[src/rtl/i2s_apb_regs.sv]
// Bus register responder for one I2S transceiver: CTRL word, TX sample FIFO, RX sample FIFO, STATUS.
// Latency: reads return data one cycle after the access; CTRL writes take effect on the next cycle.
// Backpressure: none on the bus; TX push while full or RX pop while empty drops the access and flags pslverr.
module i2s_apb_regs #(
  parameter logic [31:0] OFFSET = 32'h0,
  parameter int          DEPTH  = 8,
  parameter int          DW     = 32
) (
  input  logic          pclk,
  input  logic          preset,
  input  logic          penable,
  input  logic          pwrite,
  input  logic [31:0]   paddr,
  input  logic [31:0]   pwdata,
  output logic [31:0]   prdata,
  output logic          pslverr,
  output logic [31:0]   op,
  output logic [DW-1:0] tx_data,
  output logic          tx_valid,
  input  logic          tx_ready,
  input  logic [DW-1:0] rx_data,
  input  logic          rx_valid,
  output logic          tx_empty,
  output logic          rx_full
);

  localparam int AW = $clog2(DEPTH);
  typedef logic [AW:0] ptr_t;

  // Storage and state
  logic [DW-1:0] tx_mem_q [DEPTH];
  logic [DW-1:0] rx_mem_q [DEPTH];
  ptr_t          tx_wr_q, tx_wr_d, tx_rd_q, tx_rd_d;
  ptr_t          rx_wr_q, rx_wr_d, rx_rd_q, rx_rd_d;
  logic [31:0]   op_q, op_d, prdata_q, prdata_d;
  logic          pslverr_q, pslverr_d;
  logic          tx_ovf_q, tx_ovf_d, rx_unf_q, rx_unf_d, rx_ovf_q, rx_ovf_d;

  // Decode and FIFO status
  logic          hit, wr_ctrl, wr_tx, rd_rx, wr_stat, rd_hit;
  logic [1:0]    idx;
  ptr_t          tx_cnt, rx_cnt;
  logic          tx_full_w, tx_empty_w, rx_full_w, rx_empty_w;
  logic          tx_pop, tx_push, tx_ovf_set;
  logic          rx_pop, rx_push, rx_unf_set, rx_ovf_set;
  logic [31:0]   status;

  // Address decode, FIFO occupancy and push/pop qualification
  always_comb begin
    hit     = penable && (paddr >= OFFSET) && (paddr <= OFFSET + 32'hF);
    idx     = paddr[3:2];
    wr_ctrl = hit &&  pwrite && (idx == 2'd0);
    wr_tx   = hit &&  pwrite && (idx == 2'd1);
    rd_rx   = hit && !pwrite && (idx == 2'd2);
    wr_stat = hit &&  pwrite && (idx == 2'd3);
    rd_hit  = hit && !pwrite;

    tx_cnt     = tx_wr_q - tx_rd_q;
    rx_cnt     = rx_wr_q - rx_rd_q;
    tx_full_w  = (tx_cnt == ptr_t'(DEPTH));
    tx_empty_w = (tx_cnt == '0);
    rx_full_w  = (rx_cnt == ptr_t'(DEPTH));
    rx_empty_w = (rx_cnt == '0);

    // A same-cycle pop frees the slot, so a push into a full FIFO still lands.
    tx_pop     = !tx_empty_w && tx_ready;
    tx_push    = wr_tx && (!tx_full_w || tx_pop);
    tx_ovf_set = wr_tx && tx_full_w && !tx_pop;

    // An empty RX FIFO underflows even if a word arrives in the same cycle.
    rx_pop     = rd_rx && !rx_empty_w;
    rx_unf_set = rd_rx && rx_empty_w;
    rx_push    = rx_valid && (!rx_full_w || rx_pop);
    rx_ovf_set = rx_valid && rx_full_w && !rx_pop;

    status = {9'b0, rx_ovf_q, rx_unf_q, tx_ovf_q,
              rx_empty_w, rx_full_w, tx_empty_w, tx_full_w,
              8'(rx_cnt), 8'(tx_cnt)};
  end

  // Next-state: pointers, control word, sticky flags, registered read data and error
  always_comb begin
    tx_wr_d = tx_push ? tx_wr_q + ptr_t'(1) : tx_wr_q;
    tx_rd_d = tx_pop  ? tx_rd_q + ptr_t'(1) : tx_rd_q;
    rx_wr_d = rx_push ? rx_wr_q + ptr_t'(1) : rx_wr_q;
    rx_rd_d = rx_pop  ? rx_rd_q + ptr_t'(1) : rx_rd_q;
    op_d    = wr_ctrl ? pwdata : op_q;

    // Setting wins over a same-cycle write-1-clear.
    tx_ovf_d = tx_ovf_set || (tx_ovf_q && !(wr_stat && pwdata[20]));
    rx_unf_d = rx_unf_set || (rx_unf_q && !(wr_stat && pwdata[21]));
    rx_ovf_d = rx_ovf_set || (rx_ovf_q && !(wr_stat && pwdata[22]));

    prdata_d = '0;
    if (rd_hit) begin
      case (idx)
        2'd0:    prdata_d = op_q;
        2'd2:    prdata_d = rx_pop ? 32'(rx_mem_q[rx_rd_q[AW-1:0]]) : 32'h0;
        2'd3:    prdata_d = status;
        default: prdata_d = '0;
      endcase
    end
    pslverr_d = tx_ovf_set || rx_unf_set;
  end

  // State registers, cleared asynchronously
  always_ff @(posedge pclk or negedge preset) begin
    if (!preset) begin
      tx_wr_q   <= '0;
      tx_rd_q   <= '0;
      rx_wr_q   <= '0;
      rx_rd_q   <= '0;
      op_q      <= '0;
      prdata_q  <= '0;
      pslverr_q <= 1'b0;
      tx_ovf_q  <= 1'b0;
      rx_unf_q  <= 1'b0;
      rx_ovf_q  <= 1'b0;
    end else begin
      tx_wr_q   <= tx_wr_d;
      tx_rd_q   <= tx_rd_d;
      rx_wr_q   <= rx_wr_d;
      rx_rd_q   <= rx_rd_d;
      op_q      <= op_d;
      prdata_q  <= prdata_d;
      pslverr_q <= pslverr_d;
      tx_ovf_q  <= tx_ovf_d;
      rx_unf_q  <= rx_unf_d;
      rx_ovf_q  <= rx_ovf_d;
    end
  end

  // Sample storage; contents are only meaningful between the pointers, so no reset
  always_ff @(posedge pclk) begin
    if (tx_push) tx_mem_q[tx_wr_q[AW-1:0]] <= pwdata[DW-1:0];
    if (rx_push) rx_mem_q[rx_wr_q[AW-1:0]] <= rx_data;
  end

  assign prdata   = prdata_q;
  assign pslverr  = pslverr_q;
  assign op       = op_q;
  assign tx_data  = tx_mem_q[tx_rd_q[AW-1:0]];
  assign tx_valid = !tx_empty_w;
  assign tx_empty = tx_empty_w;
  assign rx_full  = rx_full_w;

endmodule

[config.mk]
export PLATFORM = sky130hd
export DESIGN_NAME = i2s_apb_regs
export DESIGN_NICKNAME = d
export VERILOG_FILES = /design/src/rtl/i2s_apb_regs.sv
export SDC_FILE = /design/constraint.sdc
export NUM_CORES = 1
export LEC_CHECK = 0
export CORE_ASPECT_RATIO = 0.5
export CORE_MARGIN = 3
export CORE_UTILIZATION = 35
export CTS_BUF_LIST = sky130_fd_sc_hd__clkbuf_4 sky130_fd_sc_hd__clkbuf_8 sky130_fd_sc_hd__clkbuf_16
export DETAILED_ROUTE_END_ITERATION = 10
export GPL_TIMING_DRIVEN = 0
export PLACE_DENSITY = 0.51
export SLEW_MARGIN = 20
export SYNTH_ARGS = -nofsm -noshare
export SYNTH_HDL_FRONTEND = slang
export SYNTH_SLANG_ARGS = --single-unit
[constraint.sdc]
create_clock -name pclk -period 8.3 [get_ports pclk]
set_input_delay 0.83 -clock pclk [delete_from_list [all_inputs] [get_ports pclk]]
set_output_delay 0.83 -clock pclk [all_outputs]
set_load 0.1 [all_outputs]
Word level (Yosys, flattened, before mapping)
Memory sizes are Yosys's and may differ from the RTL's.
Cells that the tools add are included.
- bits in registers: 84
- memory bits (writable): 512
- input port bits: 102
- output and inout bits: 100
- logic and storage cells: 74
- memories kept: 2
- memories (memory ; depth ; bits a word ; read ports ; clocked after memory_dff ; wr ports ; RTL line ; RTL):
    rx_mem_q ; 8 ; 32 ; 1 ; 0 ; 1 ; 32 ; logic [DW-1:0] rx_mem_q [DEPTH];
    tx_mem_q ; 8 ; 32 ; 1 ; 0 ; 1 ; 31 ; logic [DW-1:0] tx_mem_q [DEPTH];
- add/subtract/negate cells: 6
- magnitude comparators: 2
- eq/ne operators: 5
- multiplexer cells: 7
- reduce and logical (&&, ||, !) cells: 42
- operator list (operator ; number):
    $pmux 32 s3 ; 1
    $mux 32 ; 2
    $ge 32x1->1 const B ; 1
    $le 32x4->1 const B ; 1
    $logic_and 1x1->1 ; 23
    $add 4x1->4 const B ; 4
    $logic_not 1->1 ; 10
    $eq 4x4->1 const B ; 2
    $logic_not 4->1 ; 2
    $sub 4x4->4 ; 2
    $logic_or 1x1->1 ; 6
    $eq 2x2->1 const B ; 2
    $mux 1 ; 4
    $eq 2x1->1 const B ; 1
    $logic_not 2->1 ; 1

Longest topological paths before layout
- depth in word-level cells: 10
- depth in mapped cells: 12
- gate-level depth less buffers: 10

Worst setup path before layout
Ideal clock, no wire load.
- path kind: register to register
- start: reg rx_rd_q[1]
- end: mem rx_mem_q[4][0] (enable)
- setup time: 0.513 ns
- arrival time: 5.540 ns
- required time: 7.787 ns
- setup slack: 2.246 ns
- cell stages (with the launch flop): 10
- buffers on the path: 3
- path through: dfrtp_1 clkbuf_1 buf_1 inv_1 fa_1 xor2_1 or3b_2 o31ai_2 buf_4 nor4b_1
- word-level cells in the longest chain between the ends: 8
- elaborated cells on any way between the ends: 10
- ends and longest elaborated chain (element ; RTL line ; RTL):
    start: declaration ; 34 ; ptr_t rx_wr_q, rx_wr_d, rx_rd_q, rx_rd_d;
    start signal: assignment ; 123 ; rx_rd_q <= rx_rd_d;
    $sub 4x4->4 * ; 59 ; rx_cnt = rx_wr_q - rx_rd_q;
    $logic_not 4->1 ; 63 ; rx_empty_w = (rx_cnt == '0);
    $logic_not 1->1 ; 71 ; rx_pop = rd_rx && !rx_empty_w;
    $logic_and 1x1->1 ; 71 ;
    $logic_or 1x1->1 * ; 73 ; rx_push = rx_valid && (!rx_full_w || rx_pop);
    $logic_and 1x1->1 * ; 73 ;
    $mux 1 * ; 136 ; if (rx_push) rx_mem_q[rx_wr_q[AW-1:0]] <= rx_data;
    $mux 1 (implied by the code) * ; 136 ;
    end: declaration ; 32 ;
Every way passes the cells marked *; elsewhere a longest branch is shown, timed or not.

Final worst setup path
- start: reg rx_rd_q[1]
- end: out rx_full
- word-level cells in the longest chain between the ends: 2
- ends and longest elaborated chain (element ; RTL line ; RTL):
    $sub 4x4->4 ; 59 ;
    $eq 4x4->1 ; 62 ; rx_full_w = (rx_cnt == ptr_t'(DEPTH));
    end: declaration ; 24 ; output logic rx_full
No other way between the ends.

==> impl_metrics.prom <==
# TYPE chip_impl_metric gauge
chip_impl_metric{name="layout-area-overhead-vs-synth",unit="%"} 24.82
chip_impl_metric{name="chipWidth",unit="microns"} 369.1
chip_impl_metric{name="worstPathArrival",unit="ns"} 4.94
chip_impl_metric{name="global_route.usage.total",unit="%"} 16.62
chip_impl_metric{name="rows",unit=""} 65
chip_impl_metric{name="grt_first_pass_wirelength",unit="mm"} 85.67
chip_impl_info{name="top_ff_cell_synth",value="sky130_fd_sc_hd__edfxtp_1"} 1
chip_impl_metric{name="timing.setup.tns",unit="ns"} 0
chip_impl_metric{name="synth-xor-area-share",unit="%"} 0.6778
chip_impl_metric{name="synth-adder-area-share",unit="%"} 0.7157
chip_impl_metric{name="critical_path_peak_fanout",unit=""} 10
chip_impl_info{name="layout_commonest_cell",value="sky130_fd_sc_hd__edfxtp_1"} 1
chip_impl_metric{name="synthesis.area_per_instance",unit="sq um"} 19.01
chip_impl_metric{name="antenna_violations_before_repair",unit=""} 5
chip_impl_metric{name="reg2reg_slack",unit="ns"} 3.67
chip_impl_metric{name="mappedNetlistArea",unit="sq mm"} 0.02308
chip_impl_metric{name="placement.cell_area",unit="sq mm"} 0.02689
chip_impl_metric{name="leakage_power_summed_over_all_cells",unit="nW"} 9.979
chip_impl_metric{name="area.sequential",unit="sq mm"} 0.01748
chip_impl_info{name="crit_start",value="rx_rd_q[1]"} 1
chip_impl_metric{name="yosys.cell_types.count",unit=""} 49
chip_impl_metric{name="floorplan.die_area",unit="sq mm"} 0.06924
chip_impl_metric{name="synth_enable_flop_cells",unit=""} 512
chip_impl_info{name="tritoncts_clock_tree",value="built"} 1
chip_impl_metric{name="numClockSinks",unit=""} 596
chip_impl_metric{name="power-per-cell-area",unit="mW/mm^2"} 301.3
chip_impl_metric{name="cts_inserted_buffers",unit=""} 55
chip_impl_metric{name="max-slew-margin-rel",unit="%"} 28.89
chip_impl_metric{name="post_cts_resize_count",unit=""} 0
chip_impl_metric{name="synth_seq_area_share",unit="%"} 75.74
chip_impl_metric{name="post_cts_hold_buffer_count",unit=""} 0
chip_impl_metric{name="critPathRequiredTime",unit="ns"} 7.47
chip_impl_info{name="synth_top_family_by_area",value="multiplexers"} 1
chip_impl_info{name="crit-reg2reg-capture",value="rx_mem_q[1][23]"} 1
chip_impl_metric{name="maxSlewViolCount",unit=""} 0
chip_impl_metric{name="grt_pass1_vias",unit=""} 12795
chip_impl_metric{name="post_cts_buffers",unit=""} 0
chip_impl_info{name="rsz_0062_raised_after_global_routing",value="false"} 1
chip_impl_metric{name="number_of_h_tree_levels",unit=""} 2
chip_impl_metric{name="multi_input_area",unit="sq mm"} 0.005383
chip_impl_metric{name="dr_total_vias",unit=""} 12123
chip_impl_metric{name="count_of_antenna_violating_nets_left_after_detailed_routing",unit=""} 0
chip_impl_metric{name="totalPowerFinal",unit="W"} 0.008679
chip_impl_metric{name="postSynth.asyncResetShare",unit="%"} 14.09
chip_impl_metric{name="total_congestion_overflow_after_global_routing",unit=""} 0
chip_impl_info{name="cts.root.buffer_cell",value="sky130_fd_sc_hd__clkbuf_16"} 1
chip_impl_metric{name="routed_wl",unit="mm"} 57.67
chip_impl_metric{name="initial_core_util",unit="%"} 36.01
chip_impl_metric{name="yosys_warnings",unit=""} 0
chip_impl_metric{name="final_setup_vio_count",unit=""} 0
chip_impl_metric{name="finalClockSkew",unit="ns"} 0.02376
chip_impl_metric{name="irDropWorstVdd",unit="mV"} 0.2080
chip_impl_metric{name="postSynthNetCount",unit=""} 1328
chip_impl_metric{name="synth.area.mux_share",unit="%"} 14.20
chip_impl_metric{name="clock_latency",unit="ns"} 0.59
chip_impl_metric{name="post-route-min-period",unit="ns"} 5.769
chip_impl_metric{name="fp.coreArea",unit="sq mm"} 0.06409
chip_impl_metric{name="synth_seq_cells",unit=""} 596
chip_impl_metric{name="layout.core_utilization",unit="%"} 44.94
chip_impl_metric{name="synth_simple_gate_area_share",unit="%"} 5.569
chip_impl_info{name="route.top_layer_used",value="met5"} 1
chip_impl_metric{name="fin_crit_sh",unit="%"} 69.50
chip_impl_metric{name="routed-wl-met2",unit="mm"} 28.87
chip_impl_metric{name="drt_first_pass_iters",unit=""} 6
chip_impl_metric{name="dr_wl_met3",unit="mm"} 2.508
chip_impl_metric{name="met1_length",unit="mm"} 25.15
chip_impl_metric{name="globalplace.congestion",unit=""} 0.7679
chip_impl_metric{name="die-height",unit="microns"} 187.6
chip_impl_metric{name="clkTransAtPathRegs",unit="ns"} 0.06
chip_impl_metric{name="grt_start_max_net_pins",unit=""} 55
chip_impl_metric{name="detailedRoute.firstIterationViolations",unit=""} 844
chip_impl_metric{name="dp_slack",unit="ns"} 3.139
chip_impl_metric{name="ff2ff_path_depth",unit=""} 12
chip_impl_metric{name="post_synth_inst_count",unit=""} 1214
chip_impl_metric{name="fillers",unit=""} 5521
chip_impl_metric{name="worst_pin_slew",unit="ns"} 1.063
chip_impl_info{name="timing.rr.start",value="rx_rd_q[1]"} 1
chip_impl_metric{name="hold_violations",unit=""} 0
chip_impl_metric{name="postLayoutSetupSlackWorst",unit="ns"} 2.531
chip_impl_metric{name="vias_per_cell",unit=""} 4.922
chip_impl_metric{name="hpwl",unit="mm"} 41.34
chip_impl_info{name="timing.setup.critical_path_class",value="register to output pin"} 1
chip_impl_metric{name="final_design_area_no_fill",unit="sq mm"} 0.02880
chip_impl_metric{name="remaining_drc_errors",unit=""} 0
chip_impl_metric{name="final_layout_size_suffix_gt1_share",unit="%"} 23.68
chip_impl_metric{name="io_pins",unit=""} 202
chip_impl_metric{name="drt-wirelength-per-cell",unit="microns"} 23.41
chip_impl_info{name="most-common-layout-cells",value="sky130_fd_sc_hd__edfxtp_1 (512), sky130_fd_sc_hd__nand2_1 (210), sky130_fd_sc_hd__clkdlybuf4s50_1 (198), sky130_fd_sc_hd__mux4_2 (128), sky130_fd_sc_hd__dfrtp_1 (84)"} 1
chip_impl_metric{name="max_clock_freq",unit="GHz"} 0.1733
chip_impl_info{name="hold_path.class",value="input pin to async pin"} 1
chip_impl_metric{name="drv.max_cap_violation_count",unit=""} 0
chip_impl_metric{name="synth-compound-area-share",unit="%"} 1.757
chip_impl_metric{name="nNetsFinal",unit=""} 1655
chip_impl_metric{name="place.port_buffers",unit=""} 199
chip_impl_info{name="run_status",value="complete, no violations"} 1
chip_impl_info{name="start_kind",value="register"} 1
chip_impl_metric{name="cts-root-to-sink-buffers",unit=""} 3
chip_impl_info{name="timing.critical_path.to_type",value="output pin"} 1
[synth_stat cells, types with 8 or more instances]
cell type                  instances  area (sq um)
sky130_fd_sc_hd__a21oi_1           8         40.04
sky130_fd_sc_hd__a22oi_1          21         157.7
sky130_fd_sc_hd__buf_2            14         70.07
sky130_fd_sc_hd__buf_4             8         60.06
sky130_fd_sc_hd__clkbuf_1         32         120.1
sky130_fd_sc_hd__dfrtp_1          84          2102
sky130_fd_sc_hd__edfxtp_1        512         15370
sky130_fd_sc_hd__ha_1             10         125.1
sky130_fd_sc_hd__inv_1            11         41.29
sky130_fd_sc_hd__mux2_2           34         382.9
sky130_fd_sc_hd__mux4_2          128          2883
sky130_fd_sc_hd__nand2_1         210         788.3
sky130_fd_sc_hd__nand3_1           8         40.04
sky130_fd_sc_hd__nor2_1           45         168.9
sky130_fd_sc_hd__nor4_1            9         56.30
sky130_fd_sc_hd__xnor2_1          11         96.34
[cell type report]
type	count	area share [%]
inverters	12	0.1564
clock inverters	34	1.182
flip-flops and latches	596	60.68
repair buffers	270	9.123
plain buffers	58	0.9209
multi-input cells	548	18.69
clock buffers	70	5.434
diodes	4	0.03475
well taps	871	3.784
[critical path, cell delays in order, from the launching register on]
cell and delay [ns]:
sky130_fd_sc_hd__dfrtp_1 0.44, sky130_fd_sc_hd__clkbuf_1 0.49, sky130_fd_sc_hd__buf_1 0.64, sky130_fd_sc_hd__inv_1 0.21
sky130_fd_sc_hd__fa_1 0.45, sky130_fd_sc_hd__xor2_1 0.19, sky130_fd_sc_hd__or3b_2 0.50, sky130_fd_sc_hd__nor2_1 0.19
sky130_fd_sc_hd__clkdlybuf4s50_1 1.22
[state kept, by name (all words and copies together) (netlist names)]
signal,cells
rx_mem_q,256
tx_mem_q,256
op,32
prdata,32
rx_rd_q,4
rx_wr_q,4
tx_rd_q,4
tx_wr_q,4
pslverr,1
rx_ovf_q,1
rx_unf_q,1
tx_ovf_q,1
[cell families (layout without fill, tap and decap cells)]
logic type | count (synthesis) | count (layout)
multiplexers | 163 | 163
XOR/XNOR | 17 | 17
flip-flops | 596 | 596
other | 0 | 4
AO/OA/AOI/OAI | 53 | 53
AND/OR/NAND/NOR | 303 | 303
buffers and inverters | 70 | 444
adder cells (fa/ha/maj) | 12 | 12
[per-stage QoR]
stage               hold slack, ns  instances
floorplan                   0.4460       1214
global placement            0.4745       2284
detailed placement          0.4762       2355
CTS                         0.1616       2459
global route                0.1865       2463
finish                      0.1892       2463
[where the power goes]
group	internal, W	switching (W)	leakage, nW
Clock	0.00153	0.00109	0.949
Combinational	0.000764	0.00175	3.27
Sequential	0.00348	0.0000685	5.76
Total	0.00577	0.00291	9.98
[worst max-delay path by stage]
stage,end,slack (ns)
after global placement,rx_mem_q[4][28],-2.31
after floorplan,rx_mem_q[4][0],2.25
final,rx_full,2.53
after global routing,rx_full,2.29
after CTS,rx_full,2.49
after detailed placement,rx_full,3.14
[per-layer routing]
metal | global-route usage [%] | up-vias
li1 | - | 5441
met1 | 22.78 | 6356
met2 | 27.79 | 244
met3 | 2.701 | 80
met4 | 4.218 | 2
met5 | 0 | -
Note: power is estimated with default switching activity, not from simulation.
